[src/rtl/axil2apb_if.sv]
// AXI4-Lite slave / APB master signal bundle for the axil2apb bridge.
// AXIL2APB_SLVERR_EN adds apb_slverr_i (APB PSLVERR) to the bundle.
interface axil2apb_if #(
  parameter int unsigned ADDR_W = 32,
  parameter int unsigned DATA_W = 32
);
  localparam int unsigned WSTRB_W = DATA_W / 8;

  logic [ADDR_W-1:0]  axil_awaddr_i;
  logic               axil_awvalid_i;
  logic               axil_awready_o;
  logic [DATA_W-1:0]  axil_wdata_i;
  logic [WSTRB_W-1:0] axil_wstrb_i;
  logic               axil_wvalid_i;
  logic               axil_wready_o;
  logic [1:0]         axil_bresp_o;
  logic               axil_bvalid_o;
  logic               axil_bready_i;
  logic [ADDR_W-1:0]  axil_araddr_i;
  logic               axil_arvalid_i;
  logic               axil_arready_o;
  logic [DATA_W-1:0]  axil_rdata_o;
  logic [1:0]         axil_rresp_o;
  logic               axil_rvalid_o;
  logic               axil_rready_i;
  logic               apb_sel_o;
  logic               apb_enable_o;
  logic [ADDR_W-1:0]  apb_addr_o;
  logic               apb_write_o;
  logic [DATA_W-1:0]  apb_wdata_o;
  logic [WSTRB_W-1:0] apb_wstrb_o;
  logic [DATA_W-1:0]  apb_rdata_i;
  logic               apb_ready_i;
`ifdef AXIL2APB_SLVERR_EN
  logic               apb_slverr_i;
`endif

  // Bridge side: AXI-Lite slave, APB master.
  modport slave (
`ifdef AXIL2APB_SLVERR_EN
    input  apb_slverr_i,
`endif
    input  axil_awaddr_i, axil_awvalid_i, axil_wdata_i, axil_wstrb_i, axil_wvalid_i,
    input  axil_bready_i, axil_araddr_i, axil_arvalid_i, axil_rready_i,
    input  apb_rdata_i, apb_ready_i,
    output axil_awready_o, axil_wready_o, axil_bresp_o, axil_bvalid_o,
    output axil_arready_o, axil_rdata_o, axil_rresp_o, axil_rvalid_o,
    output apb_sel_o, apb_enable_o, apb_addr_o, apb_write_o, apb_wdata_o, apb_wstrb_o
  );

  // Environment side: AXI-Lite master and APB slave.
  modport master (
`ifdef AXIL2APB_SLVERR_EN
    output apb_slverr_i,
`endif
    output axil_awaddr_i, axil_awvalid_i, axil_wdata_i, axil_wstrb_i, axil_wvalid_i,
    output axil_bready_i, axil_araddr_i, axil_arvalid_i, axil_rready_i,
    output apb_rdata_i, apb_ready_i,
    input  axil_awready_o, axil_wready_o, axil_bresp_o, axil_bvalid_o,
    input  axil_arready_o, axil_rdata_o, axil_rresp_o, axil_rvalid_o,
    input  apb_sel_o, apb_enable_o, apb_addr_o, apb_write_o, apb_wdata_o, apb_wstrb_o
  );
endinterface

[src/rtl/axil2apb.sv]
// AXI4-Lite slave to APB master bridge: 1-deep AW/W/AR buffers, round-robin
// read/write arbitration, one APB transfer at a time. AXIL2APB_SLVERR_EN maps PSLVERR to SLVERR.
module axil2apb #(
  parameter int unsigned ADDR_W = 32,
  parameter int unsigned DATA_W = 32
) (
  input  logic        clk_i,
  input  logic        cke_i,
  input  logic        arst_i,
  axil2apb_if.slave   bus
);
  localparam int unsigned WSTRB_W = DATA_W / 8;

  typedef enum logic [2:0] {IDLE, SETUP, ACCESS, RESP_W, RESP_R} state_t;

  state_t               state_q, state_d;
  logic                 aw_full_q, aw_full_d, w_full_q, w_full_d, ar_full_q, ar_full_d;
  logic [ADDR_W-1:0]    awaddr_q, awaddr_d, araddr_q, araddr_d;
  logic [DATA_W-1:0]    wdata_q, wdata_d;
  logic [WSTRB_W-1:0]   wstrb_q, wstrb_d;
  logic                 last_wr_q, last_wr_d;
  logic                 sel_q, sel_d, en_q, en_d, write_q, write_d;
  logic [ADDR_W-1:0]    paddr_q, paddr_d;
  logic [DATA_W-1:0]    pwdata_q, pwdata_d, rdata_q, rdata_d;
  logic [WSTRB_W-1:0]   pstrb_q, pstrb_d;
  logic [1:0]           resp_q, resp_d;
  logic                 bvalid_q, bvalid_d, rvalid_q, rvalid_d;
  logic                 wr_pend, rd_pend, grant_wr;

  assign wr_pend  = aw_full_q & w_full_q;
  assign rd_pend  = ar_full_q;
  // Ties go to the channel not served last.
  assign grant_wr = wr_pend & (~rd_pend | ~last_wr_q);

  always_comb begin
    state_d   = state_q;
    aw_full_d = aw_full_q;
    w_full_d  = w_full_q;
    ar_full_d = ar_full_q;
    awaddr_d  = awaddr_q;
    araddr_d  = araddr_q;
    wdata_d   = wdata_q;
    wstrb_d   = wstrb_q;
    last_wr_d = last_wr_q;
    write_d   = write_q;
    paddr_d   = paddr_q;
    pwdata_d  = pwdata_q;
    pstrb_d   = pstrb_q;
    rdata_d   = rdata_q;
    resp_d    = resp_q;

    if (bus.axil_awvalid_i && !aw_full_q) begin
      aw_full_d = 1'b1;
      awaddr_d  = bus.axil_awaddr_i;
    end
    if (bus.axil_wvalid_i && !w_full_q) begin
      w_full_d = 1'b1;
      wdata_d  = bus.axil_wdata_i;
      wstrb_d  = bus.axil_wstrb_i;
    end
    if (bus.axil_arvalid_i && !ar_full_q) begin
      ar_full_d = 1'b1;
      araddr_d  = bus.axil_araddr_i;
    end

    unique case (state_q)
      IDLE: begin
        if (wr_pend || rd_pend) begin
          state_d   = SETUP;
          last_wr_d = grant_wr;
          write_d   = grant_wr;
          paddr_d   = grant_wr ? awaddr_q : araddr_q;
          pwdata_d  = grant_wr ? wdata_q : '0;
          pstrb_d   = grant_wr ? wstrb_q : '0;
        end
      end
      SETUP: state_d = ACCESS;
      ACCESS: begin
        if (bus.apb_ready_i) begin
          state_d = write_q ? RESP_W : RESP_R;
          if (!write_q) rdata_d = bus.apb_rdata_i;
`ifdef AXIL2APB_SLVERR_EN
          resp_d = bus.apb_slverr_i ? 2'b10 : 2'b00;
`endif
        end
      end
      RESP_W: begin
        if (bus.axil_bready_i) begin
          aw_full_d = 1'b0;
          w_full_d  = 1'b0;
          state_d   = IDLE;
        end
      end
      RESP_R: begin
        if (bus.axil_rready_i) begin
          ar_full_d = 1'b0;
          state_d   = IDLE;
        end
      end
      default: state_d = IDLE;
    endcase

    // Outputs are registered copies of what the next state requires.
    sel_d    = (state_d == SETUP) || (state_d == ACCESS);
    en_d     = (state_d == ACCESS);
    bvalid_d = (state_d == RESP_W);
    rvalid_d = (state_d == RESP_R);
  end

  always_ff @(posedge clk_i or posedge arst_i) begin
    if (arst_i) begin
      state_q   <= IDLE;
      aw_full_q <= 1'b0;
      w_full_q  <= 1'b0;
      ar_full_q <= 1'b0;
      awaddr_q  <= '0;
      araddr_q  <= '0;
      wdata_q   <= '0;
      wstrb_q   <= '0;
      last_wr_q <= 1'b1;
      sel_q     <= 1'b0;
      en_q      <= 1'b0;
      write_q   <= 1'b0;
      paddr_q   <= '0;
      pwdata_q  <= '0;
      pstrb_q   <= '0;
      rdata_q   <= '0;
      resp_q    <= '0;
      bvalid_q  <= 1'b0;
      rvalid_q  <= 1'b0;
    end else if (cke_i) begin
      state_q   <= state_d;
      aw_full_q <= aw_full_d;
      w_full_q  <= w_full_d;
      ar_full_q <= ar_full_d;
      awaddr_q  <= awaddr_d;
      araddr_q  <= araddr_d;
      wdata_q   <= wdata_d;
      wstrb_q   <= wstrb_d;
      last_wr_q <= last_wr_d;
      sel_q     <= sel_d;
      en_q      <= en_d;
      write_q   <= write_d;
      paddr_q   <= paddr_d;
      pwdata_q  <= pwdata_d;
      pstrb_q   <= pstrb_d;
      rdata_q   <= rdata_d;
      resp_q    <= resp_d;
      bvalid_q  <= bvalid_d;
      rvalid_q  <= rvalid_d;
    end
  end

  assign bus.axil_awready_o = ~aw_full_q;
  assign bus.axil_wready_o  = ~w_full_q;
  assign bus.axil_arready_o = ~ar_full_q;
  assign bus.axil_bresp_o   = resp_q;
  assign bus.axil_bvalid_o  = bvalid_q;
  assign bus.axil_rdata_o   = rdata_q;
  assign bus.axil_rresp_o   = resp_q;
  assign bus.axil_rvalid_o  = rvalid_q;
  assign bus.apb_sel_o      = sel_q;
  assign bus.apb_enable_o   = en_q;
  assign bus.apb_addr_o     = paddr_q;
  assign bus.apb_write_o    = write_q;
  assign bus.apb_wdata_o    = pwdata_q;
  assign bus.apb_wstrb_o    = pstrb_q;
endmodule

[src/flat_wrapper.sv]
// flat-port wrapper written by rule: the top's interface ports become plain ports
module axil2apb_flat 
#(
  parameter int unsigned ADDR_W = 32,
  parameter int unsigned DATA_W = 32
)
  (clk_i, cke_i, arst_i, bus_axil_awaddr_i, bus_axil_awvalid_i, bus_axil_wdata_i, bus_axil_wstrb_i, bus_axil_wvalid_i, bus_axil_bready_i, bus_axil_araddr_i, bus_axil_arvalid_i, bus_axil_rready_i, bus_apb_rdata_i, bus_apb_ready_i, bus_axil_awready_o, bus_axil_wready_o, bus_axil_bresp_o, bus_axil_bvalid_o, bus_axil_arready_o, bus_axil_rdata_o, bus_axil_rresp_o, bus_axil_rvalid_o, bus_apb_sel_o, bus_apb_enable_o, bus_apb_addr_o, bus_apb_write_o, bus_apb_wdata_o, bus_apb_wstrb_o);
  axil2apb_if #(.ADDR_W(ADDR_W), .DATA_W(DATA_W)) bus_i ();
  input  logic clk_i;
  input  logic cke_i;
  input  logic arst_i;
  input wire logic [$bits(bus_i.axil_awaddr_i)-1:0] bus_axil_awaddr_i;
  input wire logic [$bits(bus_i.axil_awvalid_i)-1:0] bus_axil_awvalid_i;
  input wire logic [$bits(bus_i.axil_wdata_i)-1:0] bus_axil_wdata_i;
  input wire logic [$bits(bus_i.axil_wstrb_i)-1:0] bus_axil_wstrb_i;
  input wire logic [$bits(bus_i.axil_wvalid_i)-1:0] bus_axil_wvalid_i;
  input wire logic [$bits(bus_i.axil_bready_i)-1:0] bus_axil_bready_i;
  input wire logic [$bits(bus_i.axil_araddr_i)-1:0] bus_axil_araddr_i;
  input wire logic [$bits(bus_i.axil_arvalid_i)-1:0] bus_axil_arvalid_i;
  input wire logic [$bits(bus_i.axil_rready_i)-1:0] bus_axil_rready_i;
  input wire logic [$bits(bus_i.apb_rdata_i)-1:0] bus_apb_rdata_i;
  input wire logic [$bits(bus_i.apb_ready_i)-1:0] bus_apb_ready_i;
  output wire logic [$bits(bus_i.axil_awready_o)-1:0] bus_axil_awready_o;
  output wire logic [$bits(bus_i.axil_wready_o)-1:0] bus_axil_wready_o;
  output wire logic [$bits(bus_i.axil_bresp_o)-1:0] bus_axil_bresp_o;
  output wire logic [$bits(bus_i.axil_bvalid_o)-1:0] bus_axil_bvalid_o;
  output wire logic [$bits(bus_i.axil_arready_o)-1:0] bus_axil_arready_o;
  output wire logic [$bits(bus_i.axil_rdata_o)-1:0] bus_axil_rdata_o;
  output wire logic [$bits(bus_i.axil_rresp_o)-1:0] bus_axil_rresp_o;
  output wire logic [$bits(bus_i.axil_rvalid_o)-1:0] bus_axil_rvalid_o;
  output wire logic [$bits(bus_i.apb_sel_o)-1:0] bus_apb_sel_o;
  output wire logic [$bits(bus_i.apb_enable_o)-1:0] bus_apb_enable_o;
  output wire logic [$bits(bus_i.apb_addr_o)-1:0] bus_apb_addr_o;
  output wire logic [$bits(bus_i.apb_write_o)-1:0] bus_apb_write_o;
  output wire logic [$bits(bus_i.apb_wdata_o)-1:0] bus_apb_wdata_o;
  output wire logic [$bits(bus_i.apb_wstrb_o)-1:0] bus_apb_wstrb_o;
  assign bus_i.axil_awaddr_i = bus_axil_awaddr_i;
  assign bus_i.axil_awvalid_i = bus_axil_awvalid_i;
  assign bus_i.axil_wdata_i = bus_axil_wdata_i;
  assign bus_i.axil_wstrb_i = bus_axil_wstrb_i;
  assign bus_i.axil_wvalid_i = bus_axil_wvalid_i;
  assign bus_i.axil_bready_i = bus_axil_bready_i;
  assign bus_i.axil_araddr_i = bus_axil_araddr_i;
  assign bus_i.axil_arvalid_i = bus_axil_arvalid_i;
  assign bus_i.axil_rready_i = bus_axil_rready_i;
  assign bus_i.apb_rdata_i = bus_apb_rdata_i;
  assign bus_i.apb_ready_i = bus_apb_ready_i;
  assign bus_axil_awready_o = bus_i.axil_awready_o;
  assign bus_axil_wready_o = bus_i.axil_wready_o;
  assign bus_axil_bresp_o = bus_i.axil_bresp_o;
  assign bus_axil_bvalid_o = bus_i.axil_bvalid_o;
  assign bus_axil_arready_o = bus_i.axil_arready_o;
  assign bus_axil_rdata_o = bus_i.axil_rdata_o;
  assign bus_axil_rresp_o = bus_i.axil_rresp_o;
  assign bus_axil_rvalid_o = bus_i.axil_rvalid_o;
  assign bus_apb_sel_o = bus_i.apb_sel_o;
  assign bus_apb_enable_o = bus_i.apb_enable_o;
  assign bus_apb_addr_o = bus_i.apb_addr_o;
  assign bus_apb_write_o = bus_i.apb_write_o;
  assign bus_apb_wdata_o = bus_i.apb_wdata_o;
  assign bus_apb_wstrb_o = bus_i.apb_wstrb_o;
  axil2apb #(.ADDR_W(ADDR_W), .DATA_W(DATA_W)) u_core (.clk_i(clk_i), .cke_i(cke_i), .arst_i(arst_i), .bus(bus_i));
endmodule
[config.mk]
export PLATFORM = sky130hd
export DESIGN_NAME = axil2apb_flat
export DESIGN_NICKNAME = d
export VERILOG_FILES = /design/src/rtl/axil2apb_if.sv /design/src/rtl/axil2apb.sv /design/src/flat_wrapper.sv
export SDC_FILE = /design/constraint.sdc
export NUM_CORES = 1
export LEC_CHECK = 0
export BUFFER_PORTS_ARGS = -buffer_cell sky130_fd_sc_hd__buf_2
export CORE_MARGIN = 2
export CORE_UTILIZATION = 51
export CTS_BUF_LIST = sky130_fd_sc_hd__clkbuf_16
export DETAILED_ROUTE_END_ITERATION = 8
export GPL_ROUTABILITY_DRIVEN = 0
export PLACE_DENSITY = 0.79
export SETUP_SLACK_MARGIN = 0.02
export SYNTH_ARGS = -nofsm -noshare
export SYNTH_HDL_FRONTEND = slang
export SYNTH_SLANG_ARGS = --single-unit
export TNS_END_PERCENT = 20
[constraint.sdc]
create_clock -name clk_i -period 6.3 [get_ports clk_i]
set_input_delay 0 -clock clk_i [delete_from_list [all_inputs] [get_ports clk_i]]
set_output_delay 0 -clock clk_i [all_outputs]
set_load 0.02 [all_outputs]
==> metrics <==
status=finished, final reports clean; Critical Path End=u_core.bus.apb_addr_o[3]$_DFFE_PP0P_; Peak VDD IR=between 0.2 and 0.3 mV; worst path required time=6650 ps; CP endpoint kind=register; Area contributors post-synth=dfrtp_1, mux2_2, nand2_1, mux2_1, mux2i_1; share of layout cells above drive strength 1=0.388; fmax=443 MHz; Reg2Reg Depth=5; Die Y=between 100 and 150 µm; clock sinks=~210; global-route usage over all layers=0.254; Fin Setup TNS=0 ps; IO Port Bufs=248; Pleak=6.06 nW; count of cell types in the netlist=36; P&R area growth vs syn=41.3%; area of the multi-input gates=2880 µm²; Worst EP arrival=2600 ps; routed length per instance=~18 µm; syn avg cell area=13.2 µm²; final HPWL from detailed placement=12100 µm; Final ANT Viol Nets=0; starting density of the core=0.526; async set-reset flop share out of synthesis=1.00; Worst Setup Path Type=register to register; post-synthesis sequential area ratio=0.631; vias in the first global route=7002; Final nets=1159; via count=6445; FP Rows=46; M1 wire length=8820 µm; final core occ=0.743; first-pass GRT wire length=roughly 36000 µm; Top Layer Used=met4; crit path max fanout=54; initial antenna violation count=1; crit path time final=2260 ps; Most used DFF post-synth=dfrtp_1; final WL=22200 µm; Critical Path Start Type=register; warning count from the yosys run=0; max_slew headroom=0.353; top-count cell post-synth=dfrtp_1; Yosys top cell by area=dfrtp_1; num ports=253; First DRT Iteration DRCs=292; CTS Buf Count=23; top-area cell type share of the netlist area=0.628; register bit count reported by yosys=212; Core Area=16000 µm²; Min-Delay Startpoint=bus_apb_ready_i; CP max stage cell=nand3_4; Root Buffer=clkbuf_16; # resized after CTS=0; endpoints failing setup=0; CTS clock-pin slew for the worst setup and hold paths=60 ps; largest net degree at the start of global routing=137; Mapped Area=8410 µm²; Worst Tran Pin Value=970 ps; H-tree depth=1; GRT overflow=0; Max Cap Viol=0; CP Cell Sequence=nor3_2, nand3_4, buf_4, nand2_1, o21ai_1; Reg2Reg Capture Point=u_core.bus.apb_addr_o[3]$_DFFE_PP0P_; CTS tree=yes; final slew viol count=0; DRC viols=0; register-to-register setup slack=slightly above 4000 ps; vias per cell=5.16; Seq. cell area=roughly 5300 µm²; Pwr per Cell Area=a little under 500 nW/µm²; clock skew=11.0 ps; Crit. Startpoint=u_core.state_q[1]$_DFFE_PP0P_; delay of the slowest critical-path stage=510 ps; routed wl met2=11300 µm; DIE AREA=17500 µm²; worst-skew pair later-pin latency=just under 500 ps; width of the die=roughly 130 µm; DR WL met3=between 1500 and 2000 µm; Post-synth top cells=dfrtp_1, nand2_1, mux2_2, nand3_1; endpoints failing hold=0; Worst Hold Class=input pin to register; Syn Inst Count=around 640; RSZ-0062 raised after global routing=no; final worst path period share=0.358; RR Startpoint=u_core.state_q[1]$_DFFE_PP0P_; DRT Pass-1 Iters=4; Post-synth EDFFs=0; fillers=976; CTS Buffer Depth=3
==> cells by family (layout without fill, tap and decap cells) <==
logic type | after synthesis | count (layout) | share of synthesized area
buffers and inverters | 47 | 438 | 0.0312
other | 1 | 5 | 0.000446
multiplexers | 167 | 167 | 0.219
AND/OR/NAND/NOR | 162 | 162 | 0.0825
AO/OA/AOI/OAI | 50 | 50 | 0.0363
flip-flops | 212 | 212 | 0.631
==> critical path: cells and delay by family (launching register included) <==
family	cells	cell delay [ps]
simple gates	3	1040
flops	1	440
compound gates	1	80
buf+inv	1	510
==> state kept, by name, indices dropped and copies added (netlist names), 3 cells and up <==
name,flops
u_core.wdata_q,32
u_core.araddr_q,32
u_core.awaddr_q,32
u_core.wstrb_q,4
u_core.bus.apb_addr_o,32
u_core.bus.axil_rdata_o,32
u_core.state_q,3
u_core.bus.apb_wdata_o,32
u_core.bus.apb_wstrb_o,4
==> metal layers <==
layer,global-route usage,vias to the layer above
met5,0,-
met4,0.0645,0
met3,0.0579,38
met2,0.454,254
met1,0.314,3203
li1,-,2950
==> power breakdown <==
part | internal (mW) | switching (mW)
sequential | 2.01 | 0.370
combinational | 0.892 | 1.22
clock | 0.784 | 0.523
total | 3.69 | 2.11
==> placed cells by master (no fill, tap or decap), drive strengths merged <==
cell type,count
buf,253
dfrtp,211
dlygate4sd3,139
mux2,135
nand2,110
nand3,41
mux2i,32
o21ai,32
clkbuf,23
inv,10
clkinv,7
a21oi,5
conb,4
nor2,4
a41oi,3
bufinv,3
clkinvlp,3
a21o,2
nor3,2
diode,1
a211oi,1
and3,1
nand2b,1
nand3b,1
and2b,1
a21boi,1
nor2b,1
a21bo,1
o31a,1
a22oi,1
a2bb2oi,1
o31ai,1
a22o,1
dfstp,1
==> area by class of cell <==
| type | instances | share of cell area |
|---|---|---|
| multi-input combinational | 383 | 0.242 |
| clock buffer | 23 | 0.0484 |
| antenna | 1 | 0.000210 |
| inverter | 6 | 0.00253 |
| tap | 216 | 0.0227 |
| sequential | 212 | 0.446 |
| clock inverter | 17 | 0.0133 |
| timing repair buffer | 392 | 0.225 |
==> through the flow <==
step	power, mW	area, µm²	setup WS [ps]	hold WS (ps)	std cells
final	5.80	11900	4040	51.3	1250
after CTS	5.75	11900	4110	36.1	1249
after floorplan	3.75	8420	507	130	642
after global routing	6.12	11900	3870	117	1250
after global placement	4.28	9760	4180	211	1070
after detailed placement	4.37	9760	4120	217	1070
==> timing repair <==
action                                 in CTS  in global routing
hold buffers                              139                  0
endpoints found under the hold margin     271                  0
setup endpoints to repair                   0                  0
setup buffers                               0                  0
==> how the worst min path moves through the flow <==
stage                                                        end  cells past startpoint
after floorplan                     u_core.ar_full_q$_DFFE_PP0P_                      1
after global placement    u_core.bus.axil_rdata_o[4]$_DFFE_PP0P_                      2
after detailed placement  u_core.bus.axil_rdata_o[8]$_DFFE_PP0P_                      2
after CTS                       u_core.bus.apb_sel_o$_DFFE_PP0P_                      4
after global routing            u_core.bus.apb_sel_o$_DFFE_PP0P_                      4
final                           u_core.bus.apb_sel_o$_DFFE_PP0P_                      4
(Power assumes the default switching activity.)
